--- src/rtl/pipe_pkg.sv ---
// Shared definitions for the ID-stage operand path: default width,
// register-index width helper and forward-select encodings.
package pipe_pkg;

   localparam int XLEN_DEF = 32;

   // Operand source select driven to the forward muxes
   typedef enum logic [1:0] {
      FWD_RF  = 2'd0,   // register file / WB write-through
      FWD_EX  = 2'd1,   // ALU result of instruction in EX
      FWD_MEM = 2'd2,   // ALU result of instruction in MEM
      FWD_MO  = 2'd3    // load data returning in MEM
   } fwd_sel_e;

   // Register index width; a single register still needs one bit
   function automatic int aw(input int n);
      return (n > 1) ? $clog2(n) : 1;
   endfunction

endpackage

--- src/rtl/pipe_regfile.sv ---
// Architectural register file: one write port, two write-through read
// ports; register 0 is hard-wired to zero.
module pipe_regfile
   import pipe_pkg::*;
#(
   parameter  int XLEN = XLEN_DEF,
   parameter  int NREG = 32,
   localparam int AW   = aw(NREG)
) (
   input  logic            clk,
   input  logic            rst,
   input  logic            we,
   input  logic [AW-1:0]   wdst,
   input  logic [XLEN-1:0] wdata,
   input  logic [AW-1:0]   ra_idx,
   input  logic [AW-1:0]   rb_idx,
   output logic [XLEN-1:0] ra_data,
   output logic [XLEN-1:0] rb_data
);

   logic [XLEN-1:0] regs [NREG];

   // Rising-edge write; r0 is never written so it always reads zero
   always_ff @(posedge clk or negedge rst) begin
      if (!rst) begin
         for (int i = 0; i < NREG; i++) regs[i] <= '0;
      end else if (we && wdst != '0) begin
         regs[wdst] <= wdata;
      end
   end

   // Same-cycle write is visible to the reader (write-through)
   assign ra_data = (ra_idx == '0) ? '0 :
                    (we && wdst == ra_idx) ? wdata : regs[ra_idx];
   assign rb_data = (rb_idx == '0) ? '0 :
                    (we && wdst == rb_idx) ? wdata : regs[rb_idx];

endmodule

--- src/rtl/pipe_id_operand.sv ---
// ID-stage operand path: register file, EX/MEM/WB forwarding, load-use
// interlock for variable-latency loads and the ID/EX operand latch.
module pipe_id_operand
   import pipe_pkg::*;
#(
   parameter  int XLEN  = XLEN_DEF,
   parameter  int NREG  = 32,
   parameter  int CNT_W = 16,
   localparam int AW    = aw(NREG)
) (
   input  logic             clk,
   input  logic             rst,
   input  logic             id_valid,
   input  logic [AW-1:0]    id_rs,
   input  logic [AW-1:0]    id_rt,
   input  logic             id_rs_used,
   input  logic             id_rt_used,
   input  logic [AW-1:0]    id_dst,
   input  logic             id_wreg,
   input  logic             id_m2reg,
   input  logic             ex_valid,
   input  logic             ex_wreg,
   input  logic             ex_m2reg,
   input  logic [AW-1:0]    ex_dst,
   input  logic [XLEN-1:0]  ex_alu,
   input  logic             mem_valid,
   input  logic             mem_wreg,
   input  logic             mem_m2reg,
   input  logic [AW-1:0]    mem_dst,
   input  logic [XLEN-1:0]  mem_alu,
   input  logic [XLEN-1:0]  mem_mo,
   input  logic             mem_mo_valid,
   input  logic             wb_wreg,
   input  logic [AW-1:0]    wb_dst,
   input  logic [XLEN-1:0]  wb_data,
   input  logic             ex_stall,
   input  logic             flush,
   input  logic             cnt_clr,
   output logic [XLEN-1:0]  d_a,
   output logic [XLEN-1:0]  d_b,
   output logic             rsrtequ,
   output logic [1:0]       fwd_a,
   output logic [1:0]       fwd_b,
   output logic             id_hold,
   output logic             e_valid,
   output logic             e_wreg,
   output logic             e_m2reg,
   output logic [XLEN-1:0]  e_a,
   output logic [XLEN-1:0]  e_b,
   output logic [AW-1:0]    e_dst,
   output logic [CNT_W-1:0] hz_cnt
);

   localparam logic [CNT_W-1:0] CNT_MAX = {CNT_W{1'b1}};

   // Index 0 = rs, index 1 = rt
   logic [1:0][AW-1:0]   src_idx;
   logic [1:0]           src_used;
   logic [1:0][XLEN-1:0] rf_val;
   logic [1:0][XLEN-1:0] fwd_val;
   logic [1:0]           src_hz;
   fwd_sel_e             sel [2];
   logic                 hz;

   assign src_idx  = {id_rt, id_rs};
   assign src_used = {id_rt_used, id_rs_used};

   pipe_regfile #(.XLEN(XLEN), .NREG(NREG)) u_rf (
      .clk     (clk),
      .rst     (rst),
      .we      (wb_wreg),
      .wdst    (wb_dst),
      .wdata   (wb_data),
      .ra_idx  (id_rs),
      .rb_idx  (id_rt),
      .ra_data (rf_val[0]),
      .rb_data (rf_val[1])
   );

   // Per-source forward select and hazard detection; EX beats MEM beats RF.
   // A load still in EX cannot forward, so it falls through and only stalls.
   always_comb begin
      for (int s = 0; s < 2; s++) begin
         sel[s]     = FWD_RF;
         fwd_val[s] = rf_val[s];
         src_hz[s]  = 1'b0;
         if (src_used[s] && src_idx[s] != '0) begin
            if (ex_valid && ex_wreg && !ex_m2reg && ex_dst == src_idx[s]) begin
               sel[s]     = FWD_EX;
               fwd_val[s] = ex_alu;
            end else if (mem_valid && mem_wreg && mem_dst == src_idx[s]) begin
               sel[s]     = mem_m2reg ? FWD_MO : FWD_MEM;
               fwd_val[s] = mem_m2reg ? mem_mo : mem_alu;
            end
            src_hz[s] = (ex_valid && ex_wreg && ex_m2reg && ex_dst == src_idx[s]) ||
                        (mem_valid && mem_wreg && mem_m2reg &&
                         mem_dst == src_idx[s] && !mem_mo_valid);
         end
      end
   end

   assign d_a     = fwd_val[0];
   assign d_b     = fwd_val[1];
   assign fwd_a   = sel[0];
   assign fwd_b   = sel[1];
   assign rsrtequ = (fwd_val[0] == fwd_val[1]);
   assign hz      = id_valid && (|src_hz);
   assign id_hold = hz || ex_stall;

   // ID/EX latch: stall holds, flush or interlock inserts a bubble, else advance
   always_ff @(posedge clk or negedge rst) begin
      if (!rst) begin
         e_valid <= 1'b0;
         e_wreg  <= 1'b0;
         e_m2reg <= 1'b0;
         e_a     <= '0;
         e_b     <= '0;
         e_dst   <= '0;
      end else if (ex_stall && !flush) begin
         // EX busy: everything stays put
      end else if (flush || hz) begin
         e_valid <= 1'b0;
         e_wreg  <= 1'b0;
         e_m2reg <= 1'b0;
      end else begin
         e_valid <= id_valid;
         e_wreg  <= id_valid && id_wreg;
         e_m2reg <= id_valid && id_m2reg;
         e_a     <= fwd_val[0];
         e_b     <= fwd_val[1];
         e_dst   <= id_dst;
      end
   end

   // Count interlock bubbles actually inserted; clear beats increment
   always_ff @(posedge clk or negedge rst) begin
      if (!rst) begin
         hz_cnt <= '0;
      end else if (cnt_clr) begin
         hz_cnt <= '0;
      end else if (hz && !flush && !ex_stall && hz_cnt != CNT_MAX) begin
         hz_cnt <= hz_cnt + 1'b1;
      end
   end

endmodule

--- config.mk ---
export PLATFORM = sky130hd
export DESIGN_NAME = pipe_id_operand
export DESIGN_NICKNAME = d
export VERILOG_FILES = /design/src/rtl/pipe_pkg.sv /design/src/rtl/pipe_regfile.sv /design/src/rtl/pipe_id_operand.sv
export SDC_FILE = /design/constraint.sdc
export NUM_CORES = 2
export LEC_CHECK = 0
export ABC_CLOCK_PERIOD_IN_PS = 4400
export CAP_MARGIN = 20
export CORE_ASPECT_RATIO = 0.6
export CORE_MARGIN = 2
export CORE_UTILIZATION = 40
export CTS_BUF_LIST = sky130_fd_sc_hd__clkbuf_8
export CTS_CLUSTER_DIAMETER = 40
export CTS_CLUSTER_SIZE = 20
export DETAILED_ROUTE_END_ITERATION = 10
export GPL_ROUTABILITY_DRIVEN = 0
export PLACE_DENSITY = 0.61
export SETUP_SLACK_MARGIN = 0.5
export SYNTH_ARGS = -nofsm -noshare
export SYNTH_HDL_FRONTEND = slang
export SYNTH_HIERARCHICAL = 1
export SYNTH_SLANG_ARGS = --single-unit
--- constraint.sdc ---
create_clock -name clk -period 4.4 [get_ports clk]
set_input_delay 0.44 -clock clk [delete_from_list [all_inputs] [get_ports clk]]
set_output_delay 0.44 -clock clk [all_outputs]
set_load 0.05 [all_outputs]
==> impl_results.md <==
- Status: finished with violations
- Failing checks: setup timing
- PwrDens: 420 nW/um2
- # nets final: 5114
- GR Util All Layers: 30.8%
- CP endpoint kind: primary output
- Antenna violations before repair: 9
- FMAX: 212 MHz
- CTS tree: done
- Yosys cell types: 74
- Num Clock Sinks: 1112
- Detailed Route WL: 242000 um
- Area leader, netlist: dfrtp_1
- Ranking of synthesized cells by area: dfrtp_1 (46%), mux2_2 (19%), mux4_2 (14%), mux2i_1 (5.0%), a22oi_1 (1.9%)
- Ys Warns: 6
- Initial core utilization: 40.5%
- DR vias: 45041
- Core area: 151000 um2
- Worst slew pin tran: 1.23 ns
- Final setup violation count: 1
- Pre-antenna DRT Iters: 5
- Via density: 6.37
- MaxCap Viol Count: 0
- H-tree depth: 4
- Ys async rst share: 100%
- Wirelength per Cell: 34.3 um
- Setup crit start kind: flop
- Crit Path Class: reg -> out
- Die area: 156000 um2
- Reg2Reg Setup Slack: 1.67 ns
- Total grt overflow: 0
- Most common cell after layout, fill and taps aside: dfrtp_1
- Max FO, Critical Path: 3
- Ports: 334
- Post-layout util: 49.4%
- RSZ-0062 raised after global routing: yes
- Post-synth EDFFs: 0
- Register area share after synthesis: 45.6%
- Syn-to-layout area delta: 22.0%
- Primary FF master, synth: dfrtp_1
- Post-route ant nets: 0
- HPWL after DPL: 161000 um
- Clock Skews: 0.0413 ns
- IR drop worst, VDD: 0.000274 V
- First-pass GRT wire length: 343000 um
- Max_slew headroom: 18.1%
- Syn_nets: 4620
- # fillers: 13017
- Placed cell areas: 70500 um2
- R2r endpoint: e_a[30]$_DFFE_PN0P_
- Design area: 74400 um2
- DRC violations left: 0
- Syn avg cell area: 13.7 um2
- Die width: 508 um
- Final Cycle Share: 107%
- Worst slack, placed: -0.501 ns
- Root Buffer: clkbuf_8
- Largest net degree at the start of global routing: 101
- Min-delay worst type: in -> async
- Setup crit start: u_rf/regs[243]$_DFFE_PN0P_
- Syn Inst Count: 4443
- Max-slew violations: 0
- Die height: 306 um
- CP Data Required Time: 3.96 ns
- PnR Total Power: 31.3 mW
- Buffers on Ports: 333
- CTS Buf Count: 131
- Reg2Reg Depth: 9
- Core Rows: 110
- Worst r2r src: u_rf/regs[926]$_DFFE_PN0P_
- Vias in the first global route: 44311
- Most frequent cells in the layout: dfrtp_1 (1112), mux2_2 (1032), mux4_2 (391)
- Latest clock arrival within the worst-skew pair: 0.90 ns
- DR iter-0 viols: 5573
- Setup WS post-layout: -0.313 ns
- Fin crit period: 4.71 ns
- Largest buffer count on any clock path: 3
- Clk slew on worst S/H paths: 0.11 ns
- Post-Syn Area: 61000 um2
- Share of the synthesized area in the top cell type: 45.6%
- Worst Path Arrival: 4.27 ns
- Synth Register Bits: 1112
- Layout cells sized above 1: 48.1%
- P_leak: 32.4 nW
- Final hold viol count: 0
registers in the layout (all words and copies together), names as in the netlist:
register,count
e_a,32
e_dst,5
u_rf/regs,1024
hz_cnt,16
e_b,32
e_m2reg,1
e_wreg,1
e_valid,1
cell type report:
| cell class | count | area (um2) | area share, % |
|---|---|---|---|
| Multi-Input combinational cell | 2804 | 31400 | 42.2 |
| Timing Repair Buffer | 835 | 9280 | 12.5 |
| Tap cell | 2016 | 2520 | 3.39 |
| Clock buffer | 138 | 1900 | 2.55 |
| Sequential cell | 1112 | 27800 | 37.4 |
| Clock inverter | 104 | 1220 | 1.65 |
| Antenna cell | 4 | 10.0 | 0.0135 |
| Inverter | 53 | 204 | 0.274 |
logic make-up (layout without fill, tap and decap cells):
kind of cell               Yosys count  count (layout)  share of synthesized area, %
and+or+nand+nor                    392             393                          3.23
DFF                               1112            1112                          45.6
AOI/OAI and AO/OA                  587             587                          7.00
xor gates and xnor gates            76              76                          1.10
muxes                             1747            1747                          38.9
buffers and inverters              528            1130                          4.15
adders and majority gates            1               1                        0.0205
other                                0               4                             0
through the flow:
step	instances	hold WS (ns)	setup TNS [ns]
2_1_floorplan	4443	0.144	0
3_3_place_gp	6798	0.377	-0.607
3_5_place_dp	6799	0.383	-0.501
4_1_cts	7047	0.118	-0.370
5_1_grt	7064	0.173	-0.409
6_report	7066	0.109	-0.313
cells in the mapped netlist (6+ instances only):
library cell and count:
o21ai_1 20, buf_8 6, nor2_1 94, and2_1 28
mux2i_1 305, o21a_1 7, buf_2 122, nor3_1 33
a31oi_1 8, a211oi_2 19, buf_1 57, dfrtp_1 1112
a21o_1 32, clkbuf_1 231, a211oi_1 33, a22oi_1 154
xnor2_1 54, xor2_1 21, a32o_1 54, o21ai_0 47
nand3b_1 7, buf_4 36, nor4_1 8, mux4_2 391
o22ai_1 44, o221ai_1 32, nand2_1 123, or3_1 13
inv_1 51, a21oi_1 100, nor2b_1 6, nand4_1 13
mux2_1 19, buf_6 21, mux2_2 1032, nand3_1 24
a221oi_1 6
layer usage:
metal	wire length (um)	global-route usage, %	vias up
met5	138	0.463	-
met4	8140	10.3	11
met3	32900	13.0	469
met2	99500	42.2	2779
met1	102000	43.4	23813
li1	-	-	17969
worst max path at each step:
| stage | slack, ns | depth (start not counted) | endpoint |
|---|---|---|---|
| CTS | -0.37 | 12 | rsrtequ |
| finish | -0.31 | 10 | rsrtequ |
| global placement | -0.61 | 15 | rsrtequ |
| floorplan | 0.51 | 14 | rsrtequ |
| global route | -0.41 | 13 | rsrtequ |
| detailed placement | -0.50 | 15 | rsrtequ |
timing repair:
action / in CTS / in global routing
endpoints found under the setup margin: 19 / 18
hold buffers: 1 / 0
setup buffers: 5 / 14
hold endpoints to repair: 74 / 0
resized for setup: 40 / 86
pin swaps: 17 / 46
cloned: 0 / 1
power by group:
| group | internal, mW | switching [mW] |
|---|---|---|
| Combinational | 4.59 | 4.26 |
| Clock | 4.20 | 4.62 |
| Sequential | 12.1 | 1.48 |
| Total | 20.9 | 10.4 |
critical path: stages, from the launching register on:
cell	delay, ns
dfrtp_1	0.42
mux4_2	0.48
mux4_2	0.51
a221o_2	0.50
a211oi_2	0.31
xnor2_1	0.12
nor4_2	0.17
nand4_1	0.28
nor4_4	0.28
buf_4	0.19
buf_12	0.14
No activity file was read; power rests on OpenSTA's default activity.
